### src/rtl/uart_pkg.sv
// Shared types and helpers for the UART receive path.
package uart_pkg;

  typedef enum logic [2:0] {
    S_IDLE,
    S_START,
    S_DATA,
    S_PARITY,
    S_STOP,
    S_WAIT_HIGH
  } rx_state_t;

  localparam int PAR_NONE = 0;
  localparam int PAR_ODD  = 1;
  localparam int PAR_EVEN = 2;

  // Data field is sized for the widest (9-bit) frame; narrower words are zero-extended.
  typedef struct packed {
    logic       brk;
    logic       ferr;
    logic       perr;
    logic [8:0] data;
  } rx_word_t;

  function automatic logic maj3(input logic [2:0] s);
    return (s[0] & s[1]) | (s[0] & s[2]) | (s[1] & s[2]);
  endfunction

endpackage

### src/rtl/uart_rx_fifo.sv
// First-word-fall-through FIFO with occupancy output. A push into a full
// FIFO is accepted only when a pop happens in the same cycle.
module uart_rx_fifo #(
  parameter int WIDTH = 12,
  parameter int DEPTH = 8
) (
  input  logic                      clk,
  input  logic                      rst,
  input  logic                      push,
  input  logic [WIDTH-1:0]          wdata,
  input  logic                      pop,
  output logic [WIDTH-1:0]          rdata,
  output logic                      valid,
  output logic                      full,
  output logic [$clog2(DEPTH):0]    level
);

  localparam int AW = $clog2(DEPTH);

  logic [WIDTH-1:0] mem [DEPTH];
  logic [AW-1:0]    wr_ptr;
  logic [AW-1:0]    rd_ptr;
  logic             do_pop;
  logic             do_push;

  assign valid   = (level != '0);
  assign full    = (level == (AW+1)'(DEPTH));
  assign do_pop  = pop && valid;
  assign do_push = push && (!full || do_pop);
  // Head is forced to zero when empty so the outputs read 0 after reset.
  assign rdata   = valid ? mem[rd_ptr] : '0;

  // Pointer and occupancy bookkeeping; pointers wrap naturally (power-of-two depth).
  always_ff @(posedge clk) begin
    if (rst) begin
      wr_ptr <= '0;
      rd_ptr <= '0;
      level  <= '0;
    end else begin
      if (do_push) wr_ptr <= wr_ptr + 1'b1;
      if (do_pop)  rd_ptr <= rd_ptr + 1'b1;
      case ({do_push, do_pop})
        2'b10:   level <= level + 1'b1;
        2'b01:   level <= level - 1'b1;
        default: level <= level;
      endcase
    end
  end

  // Storage array; contents need no reset because valid gates the head.
  always_ff @(posedge clk) begin
    if (do_push) mem[wr_ptr] <= wdata;
  end

endmodule

### src/rtl/uart_rx_frame.sv
// UART receiver: synchronise, re-align on each start edge, majority-vote
// around mid-bit, flag parity/framing/break errors, buffer words in a FIFO.
module uart_rx_frame
  import uart_pkg::*;
#(
  parameter int    CLK_DIV    = 434,
  parameter int    DATA_BITS  = 8,
  parameter string PARITY     = "NONE",
  parameter int    STOP_BITS  = 1,
  parameter int    FIFO_DEPTH = 8
) (
  input  logic                          clk,
  input  logic                          rst,
  input  logic                          i_uart_rx,
  output logic                          m_valid,
  input  logic                          m_ready,
  output logic [DATA_BITS-1:0]          m_data,
  output logic                          m_perr,
  output logic                          m_ferr,
  output logic                          m_brk,
  output logic                          o_overflow,
  input  logic                          i_clr_ovf,
  output logic                          o_busy,
  output logic [$clog2(FIFO_DEPTH):0]   o_level
);

  localparam int PMODE = (PARITY == "ODD")  ? PAR_ODD  :
                         (PARITY == "EVEN") ? PAR_EVEN : PAR_NONE;
  localparam int CW = $clog2(CLK_DIV);
  localparam logic [CW-1:0] HALF = CW'(CLK_DIV / 2);
  localparam logic [CW-1:0] LAST = CW'(CLK_DIV - 1);

  if (CLK_DIV < 8) begin : g_bad_div
    $error("uart_rx_frame: CLK_DIV must be >= 8");
  end
  if (DATA_BITS < 5 || DATA_BITS > 9) begin : g_bad_bits
    $error("uart_rx_frame: DATA_BITS must be 5..9");
  end
  if (PARITY != "NONE" && PARITY != "ODD" && PARITY != "EVEN") begin : g_bad_par
    $error("uart_rx_frame: PARITY must be NONE, ODD or EVEN");
  end
  if (STOP_BITS != 1 && STOP_BITS != 2) begin : g_bad_stop
    $error("uart_rx_frame: STOP_BITS must be 1 or 2");
  end
  if (FIFO_DEPTH < 2 || (FIFO_DEPTH & (FIFO_DEPTH - 1)) != 0) begin : g_bad_depth
    $error("uart_rx_frame: FIFO_DEPTH must be a power of two >= 2");
  end

  logic                 sync1, sync2, prev;
  logic [2:0]           samp;
  rx_state_t            state, state_nx;
  logic [CW-1:0]        cyc;
  logic [3:0]           idx;
  logic [DATA_BITS-1:0] shreg;
  logic                 perr_r, par_r, ferr_r;
  logic                 start_edge, tick, bit_val;
  logic                 push, fifo_full, ovf_set;
  rx_word_t             word, head;
  logic                 head_unused;

  assign start_edge = prev & ~sync2;
  assign tick       = (state != S_IDLE) && (cyc == HALF);
  assign bit_val    = maj3(samp);
  assign o_busy     = (state != S_IDLE);

  // Line synchroniser, start-edge history and the 3-sample vote window.
  always_ff @(posedge clk) begin
    if (rst) begin
      sync1 <= 1'b1;
      sync2 <= 1'b1;
      prev  <= 1'b0;
      samp  <= 3'b111;
    end else begin
      sync1 <= i_uart_rx;
      sync2 <= sync1;
      prev  <= sync2;
      samp  <= {samp[1:0], sync2};
    end
  end

  // Bit-period counter: held at 0 in IDLE so every start edge re-aligns timing.
  always_ff @(posedge clk) begin
    if (rst || state == S_IDLE) cyc <= '0;
    else if (cyc == LAST)       cyc <= '0;
    else                        cyc <= cyc + 1'b1;
  end

  // State register.
  always_ff @(posedge clk) begin
    if (rst) state <= S_IDLE;
    else     state <= state_nx;
  end

  // Next-state, word assembly and push strobe (push happens on the last stop sample).
  always_comb begin
    state_nx  = state;
    push      = 1'b0;
    word      = '0;
    word.data = 9'(shreg);
    word.perr = perr_r;
    word.ferr = ferr_r | ~bit_val;
    word.brk  = word.ferr && (shreg == '0) && (PMODE == PAR_NONE || !par_r);
    case (state)
      S_IDLE:      if (start_edge) state_nx = S_START;
      S_START:     if (tick) state_nx = bit_val ? S_IDLE : S_DATA;
      S_DATA:      if (tick && idx == 4'(DATA_BITS - 1))
                     state_nx = (PMODE == PAR_NONE) ? S_STOP : S_PARITY;
      S_PARITY:    if (tick) state_nx = S_STOP;
      S_STOP:      if (tick && idx == 4'(STOP_BITS - 1)) begin
                     push     = 1'b1;
                     state_nx = word.ferr ? S_WAIT_HIGH : S_IDLE;
                   end
      S_WAIT_HIGH: if (sync2) state_nx = S_IDLE;
      default:     state_nx = S_IDLE;
    endcase
  end

  // Per-sample datapath: LSB-first shift, parity check, stop-bit accumulation.
  always_ff @(posedge clk) begin
    if (rst) begin
      idx    <= '0;
      shreg  <= '0;
      perr_r <= 1'b0;
      par_r  <= 1'b0;
      ferr_r <= 1'b0;
    end else if (tick) begin
      case (state)
        S_START: begin
          idx    <= '0;
          perr_r <= 1'b0;
          par_r  <= 1'b0;
          ferr_r <= 1'b0;
        end
        S_DATA: begin
          shreg <= {bit_val, shreg[DATA_BITS-1:1]};
          idx   <= (idx == 4'(DATA_BITS - 1)) ? 4'd0 : idx + 4'd1;
        end
        S_PARITY: begin
          par_r  <= bit_val;
          perr_r <= ((^shreg) ^ bit_val) != (PMODE == PAR_ODD);
        end
        S_STOP: begin
          if (!bit_val) ferr_r <= 1'b1;
          idx <= idx + 4'd1;
        end
        default: ;
      endcase
    end
  end

  uart_rx_fifo #(
    .WIDTH ($bits(rx_word_t)),
    .DEPTH (FIFO_DEPTH)
  ) u_fifo (
    .clk   (clk),
    .rst   (rst),
    .push  (push),
    .wdata (word),
    .pop   (m_ready),
    .rdata (head),
    .valid (m_valid),
    .full  (fifo_full),
    .level (o_level)
  );

  assign m_data      = head.data[DATA_BITS-1:0];
  assign m_perr      = head.perr;
  assign m_ferr      = head.ferr;
  assign m_brk       = head.brk;
  // Upper data bits are always zero for narrow frames.
  assign head_unused = ^head.data;

  assign ovf_set = push && fifo_full && !(m_valid && m_ready);

  // Sticky overflow; a drop in the same cycle as a clear keeps it set.
  always_ff @(posedge clk) begin
    if (rst)            o_overflow <= 1'b0;
    else if (ovf_set)   o_overflow <= 1'b1;
    else if (i_clr_ovf) o_overflow <= 1'b0;
  end

endmodule
### config.mk
export PLATFORM = sky130hd
export DESIGN_NAME = uart_rx_frame
export DESIGN_NICKNAME = d
export VERILOG_FILES = /design/src/rtl/uart_pkg.sv /design/src/rtl/uart_rx_fifo.sv /design/src/rtl/uart_rx_frame.sv
export SDC_FILE = /design/constraint.sdc
export NUM_CORES = 1
export LEC_CHECK = 0
export CAP_MARGIN = 0
export CORE_MARGIN = 4
export CORE_UTILIZATION = 61
export DETAILED_ROUTE_END_ITERATION = 16
export GPL_TIMING_DRIVEN = 0
export PLACE_DENSITY = 0.88
export REMOVE_ABC_BUFFERS = 1
export SLEW_MARGIN = 30
export SYNTH_ARGS = -nofsm -noshare
export SYNTH_HDL_FRONTEND = slang
export SYNTH_HIERARCHICAL = 1
export SYNTH_SLANG_ARGS = --single-unit
### constraint.sdc
create_clock -name clk -period 4.3 [get_ports clk]
set_input_delay 0.645 -clock clk [delete_from_list [all_inputs] [get_ports clk]]
set_output_delay 0.645 -clock clk [all_outputs]
set_load 0.02 [all_outputs]
==> results of run 1 <==
cell usage in the layout, fill, tap and decap left out, types with 3 or more instances in the layout:
cell	instances
mux2i_1	22
dfxtp_1	44
inv_1	20
clkinv_4	5
nand2_1	14
or2_2	7
nor3_2	3
clkbuf_16	16
nand3_1	12
clkdlybuf4s50_1	21
nor2b_1	3
clkinvlp_4	3
ha_1	12
a21oi_1	11
o21ai_1	4
edfxtp_1	88
nor2_1	44
mux4_2	22
clkinv_2	3
nor2_2	6
xor2_1	8
nand2b_1	7
xnor2_1	10
o31ai_1	4
stage by stage:
| stage | worst slack, ps | power, W | TNS (ps) | hold slack [ps] |
|---|---|---|---|---|
| 6_report | 754.9 | 0.003746 | 0 | 415.2 |
| 2_1_floorplan | 880.4 | 0.002114 | 0 | 389.5 |
| 3_5_place_dp | 861.7 | 0.002471 | 0 | 399.6 |
| 4_1_cts | 750.7 | 0.003775 | 0 | 418.0 |
| 5_1_grt | 479.3 | 0.003918 | 0 | 440.7 |
| 3_3_place_gp | -173.9 | 0.002415 | -1905 | 393.4 |
worst min-delay path by stage:
stage / start / to / cells after the start
floorplan: sync1 / sync2 / 1
global placement: sync1 / sync2 / 1
detailed placement: sync1 / sync2 / 1
CTS: sync1 / sync2 / 1
global route: sync1 / sync2 / 1
finish: sync1 / sync2 / 1
per-layer routing:
layer	track usage, %	vias to the layer above
met5	0	-
met4	5.717	0
met3	4.632	19
met2	37.03	86
met1	26.35	1639
li1	-	1563
registers in the layout, summed over array words and instances (netlist names), 3 cells and up, named ones only:
register,count
cyc,9
idx,4
samp,3
shreg,8
state,3
u_fifo/level,4
u_fifo/mem,88
u_fifo/rd_ptr,3
u_fifo/wr_ptr,3
power by group:
part / total (W) / switching [W] / leakage (nW) / internal (W)
Clock: 0.00130 / 0.000535 / 0.261 / 0.000769
Sequential: 0.00150 / 0.000104 / 1.20 / 0.00140
Combinational: 0.000941 / 0.000485 / 0.799 / 0.000455
Total: 0.00375 / 0.00112 / 2.26 / 0.00262
final cells by class:
class / count / area [um2]
Tap cell: 111 / 138.9
Fill cell: 573 / 2587
Clock buffer: 18 / 417.9
Inverter: 22 / 82.58
Clock inverter: 14 / 128.9
Multi-Input combinational cell: 234 / 2017
Timing Repair Buffer: 25 / 257.7
Sequential cell: 134 / 3566
worst reg2reg max path, cell delays in order (launching register included):
cell     delay (ps)
dfxtp_1         390
ha_1            190
and4b_2         280
nand2_1         180
nor3_2          630
o21ai_1         290
or2_2           430
nor3_2          570
buf_4           300
==> metrics.md, run 1 <==
| Metric | Value |
|---|---|
| Layout Nets | 452 |
| Grt total ovfl | 0 |
| Mapped Area | 5725 um2 |
| Pwr Density | 566.8 nW/um2 |
| Max Cap Viol | 0 |
| Worst EP arrival | 3760 ps |
| Worst skew pair latency | 510 ps |
| Hold Path Class | register to register |
| Setup Fix Bufs, Post-CTS | 0 |
| CTS buffer count | 17 |
| CTS H-tree depth | 4 |
| Clock Sinks | 134 |
| Max transition margin | 47.57% |
| Cell row count | 35 |
| Final slew viol count | 0 |
| Crit-path max cell delay | about 630 ps |
| Routed Antenna Nets | 0 |
| Reg2Reg Setup Slack | 750 ps |
| F_max | 282.1 MHz |
| First-pass DRT Iterations | 4 |
| Worst ir drop on vdd | 0.2849 mV |
| Crit end category | register |
| Core area | just over 9000 um2 |
| Gr usage total | 21.05% |
| Post-route cell area | 6609 um2 |
| Routability Congestion | 0.7990 |
| CP endpoint | u_fifo/mem[0][4] |
| Critical Path Start Type | register |
| RR Startpoint | cyc[0] |
| Post-DP HPWL | 6.562 mm |
| Synth Warn # | 6 |
| Crit path time final | between 3000 and 4000 ps |
| WL met2 | 5.742 mm |
| Placed cell count | about 530 |
| WS Path Type | register to register |
| Fin util | 71.86% |
| RSZ-0062 raised after global routing | false |
| Crit path max-delay family | simple AND/OR/NAND/NOR gates |
| DRT iter0 DRCs | roughly 290 |
| Clock Path Buffers | 2 |
| I/O Buffers | 22 |
| Initial antenna violation count | 0 |
| Reg-to-Reg End | u_fifo/mem[0][4] |
| Endpoints failing setup | 0 |
| First-pass GRT wire length | 17.86 mm |
| Status | finished, final reports clean |
| N_diodes | 0 |
| WP depth | 8 |
| Clock Skews | 6.411 ps |
| Clk slew on worst S/H paths | 60 ps |
| Wire length on met3 | 518 um |
| Leakage Power | 2.260 nW |
| TritonCTS clock tree | yes |
| Least-Margin Pin Slew | 785.4 ps |
| Placed Area | about 6000 um2 |
| Number of global-route vias before repair | 3,415 |
| Hold_buf cts | 0 |
| Layout cells sized above 1 | between 20% and 30% |
| Period utilization | 82.44% |
| CP Max Fanout | 12 |
| Beginning of the critical path | cyc[0] |
| DRC | 0 |
| Post-cts resize count | 0 |
| Synth Area per Inst | 14.03 um2 |
| Hold Vio Cnt, Final | 0 |
| Crit path max-delay cell type | nor3_2 |
| Worst Reg-to-Reg Cells | 8 |
| Initial Util | 62.26% |
| Layout area overhead | 15.43% |
| Finished Layout Cells | 558 |
| Crit path required time | 4510 ps |
| Die X | 104.9 um |
| WL final | 10.68 mm |
| Crit-path cells | ha_1 -> and4b_2 -> nand2_1 -> nor3_2 -> o21ai_1 -> or2_2 -> nor3_2 -> buf_4 |
| Wire length on met1 | roughly 4.3 mm |
| WP buf/inv | 1 |
| Vias after detailed routing | 3,307 |
| Vias/cell | 5.927 |
| I/O pin count | 23 |
| Wire per inst | 19.13 um |
| Die ar. | 11,000 um2 |
| Vert. Die Dim | 104.9 um |
| Largest net degree at the start of global routing | 39 |
| Crit path top cell by count | nor3_2 |
| Clock root buffer | clkbuf_8 |
| Max layer used | met4 |
| Mapped Cells | approximately 400 |
Note: power is estimated with default switching activity, not from simulation.
==> inputs of run 2 (changes only) <==
- clock period: 4.3 -> 3.65 ns (I/O delays scaled with it)
==> metrics.md, run 2 (synthesis results as in run 1) <==
| Metric | Value |
|---|---|
| I/O pin count | 23 |
| Status | finished, final reports clean |
| Layout Nets | 452 |
| CTS buffer count | 17 |
| N_diodes | 0 |
| Routed Antenna Nets | 0 |
| Post-DP HPWL | 6.562 mm |
| Leakage Power | ~2.3 nW |
| Vias/cell | 5.882 |
| Number of global-route vias before repair | 3,415 |
| Crit path required time | 3860 ps |
| First-pass DRT Iterations | 4 |
| Crit end category | register |
| Die ar. | 11,000 um2 |
| Cell row count | 35 |
| Vert. Die Dim | ~100 um |
| Sw Ratio | 29.99% |
| Combinational power share | approximately 25% |
| Clk pwr share | 34.8% |
| Pwr Density | 666.8 nW/um2 |
| Finished Layout Cells | 558 |
| Post-route cell area | 6615 um2 |
| Dpl ws | ~210 ps |
| Core area | between 9000 and 10,000 um2 |
| Routability Congestion | between 0.7 and 0.8 |
| Hold Vio Cnt, Final | 0 |
| Hold Path Class | register to register |
| Max transition margin | 48.59% |
| First-pass GRT wire length | between 15 and 20 mm |
| Layout cells sized above 1 | 20.36% |
| Cell Int Power | a little over 0.003 W |
| Initial Util | 62.26% |
| Placed cell count | 526 |
| Least-Margin Pin Slew | just under 800 ps |
| DRT iter0 DRCs | 286 |
| WL final | ~11 mm |
| Die X | between 100 and 150 um |
| CTS H-tree depth | 4 |
| Endpoints failing setup | 0 |
| CP Max Fanout | 12 |
| Layout area overhead | 15.54% |
| WS Path Type | register to register |
| Clock Skews | roughly 5.9 ps |
| I/O Buffers | 22 |
| Fillcell total | 570 |
| RSZ-0062 raised after global routing | false |
| Hold_buf cts | 0 |
| Post-Route Setup TNS | 0 ps |
| Clock Path Buffers | 2 |
| Largest registers | u_fifo/mem: 88 flops, cyc: 9 flops, shreg: 8 flops |
| F_max | 300.5 MHz |
| Max FFs per register | 88 |
| Period utilization | 91.17% |
| Grt total ovfl | 0 |
| Worst EP arrival | 3540 ps |
| Most common cell after layout, fill and taps aside | edfxtp_1 |
| DRC | 0 |
| Critical Path Start Type | register |
| Vias after detailed routing | 3,282 |
| Psw | 0.001323 W |
| Wire per inst | 19.04 um |
| Largest Register | u_fifo/mem |
| Worst ir drop on vdd | around 0.33 mV |
| Final slew viol count | 0 |
| Crit path time final | between 3000 and 4000 ps |
| Most frequent cells in the layout | 88 x edfxtp_1, 44 x nor2_1, 44 x dfxtp_1 |
| Clk slew on worst S/H paths | 60 ps |
| Clock Sinks | 134 |
| Placed Area | 6062 um2 |
| Largest net degree at the start of global routing | 39 |
| TritonCTS clock tree | yes |
| Sequential cell fraction of total power | 40.1% |
| Setup ws final | 322.3 ps |
| Clock root buffer | clkbuf_8 |
| Gr usage total | between 20% and 30% |
| Initial antenna violation count | 0 |
| Worst skew pair latency | 510 ps |
| Max Cap Viol | 0 |
==> run 2: area by class of cell <==
type / instances / area [um2] / share of cell area (%)
inverter: 22 / 82.58 / 1.248
multi-input combinational: 234 / 2023 / 30.58
timing repair buffer: 25 / 257.7 / 3.896
tap: 111 / 138.9 / 2.099
sequential: 134 / 3566 / 53.91
clock inverter: 14 / 128.9 / 1.948
clock buffer: 18 / 417.9 / 6.317
==> run 2: timing repair <==
action                                  in CTS  in global routing
buffers inserted                             0                  0
resized for setup                            0                  1
endpoints found under the setup margin       0                  5
==> run 2: power by group through the flow <==
stage          logic (W)  registers (W)  clock network, W
2_1_floorplan   0.000677        0.00181                 0
3_3_place_gp     0.00101        0.00183                 0
3_5_place_dp     0.00111        0.00180                 0
4_1_cts          0.00112        0.00177           0.00156
5_1_grt          0.00119        0.00178           0.00164
6_report         0.00111        0.00177           0.00154
==> run 2: final timing paths <==
kind / startpoint / endpoint / slack [ps] / cells past startpoint
setup / recovery: cyc[0] / u_fifo/mem[0][3] / 320 / 8
hold / removal: sync1 / sync2 / 420 / 1
hold reg to reg: sync1 / sync2 / 420 / 1
setup reg to reg: cyc[0] / u_fifo/mem[0][3] / 320 / 8
==> run 2: through the flow <==
step	utilization (%)	hold slack, ps	total power, W
after floorplan	-	389.5	0.002491
after global placement	65.16	393.4	0.002845
after detailed placement	65.92	399.6	0.002911
after CTS	71.86	418.0	0.004447
after global routing	71.93	440.7	0.004617
final	71.93	415.1	0.004411
==> run 2: critical path, cell delays in order, from the launching register on <==
cell	delay, ps
dfxtp_1	390
ha_1	190
and4b_2	280
nand2_1	190
nor3_4	440
o21ai_1	240
or2_2	410
nor3_2	590
buf_4	290
==> run 2: per-layer routing <==
metal	wire, um	track usage (%)
met5	0	0
met4	65	5.717
met3	452	4.632
met2	5871	37.03
met1	4237	26.35
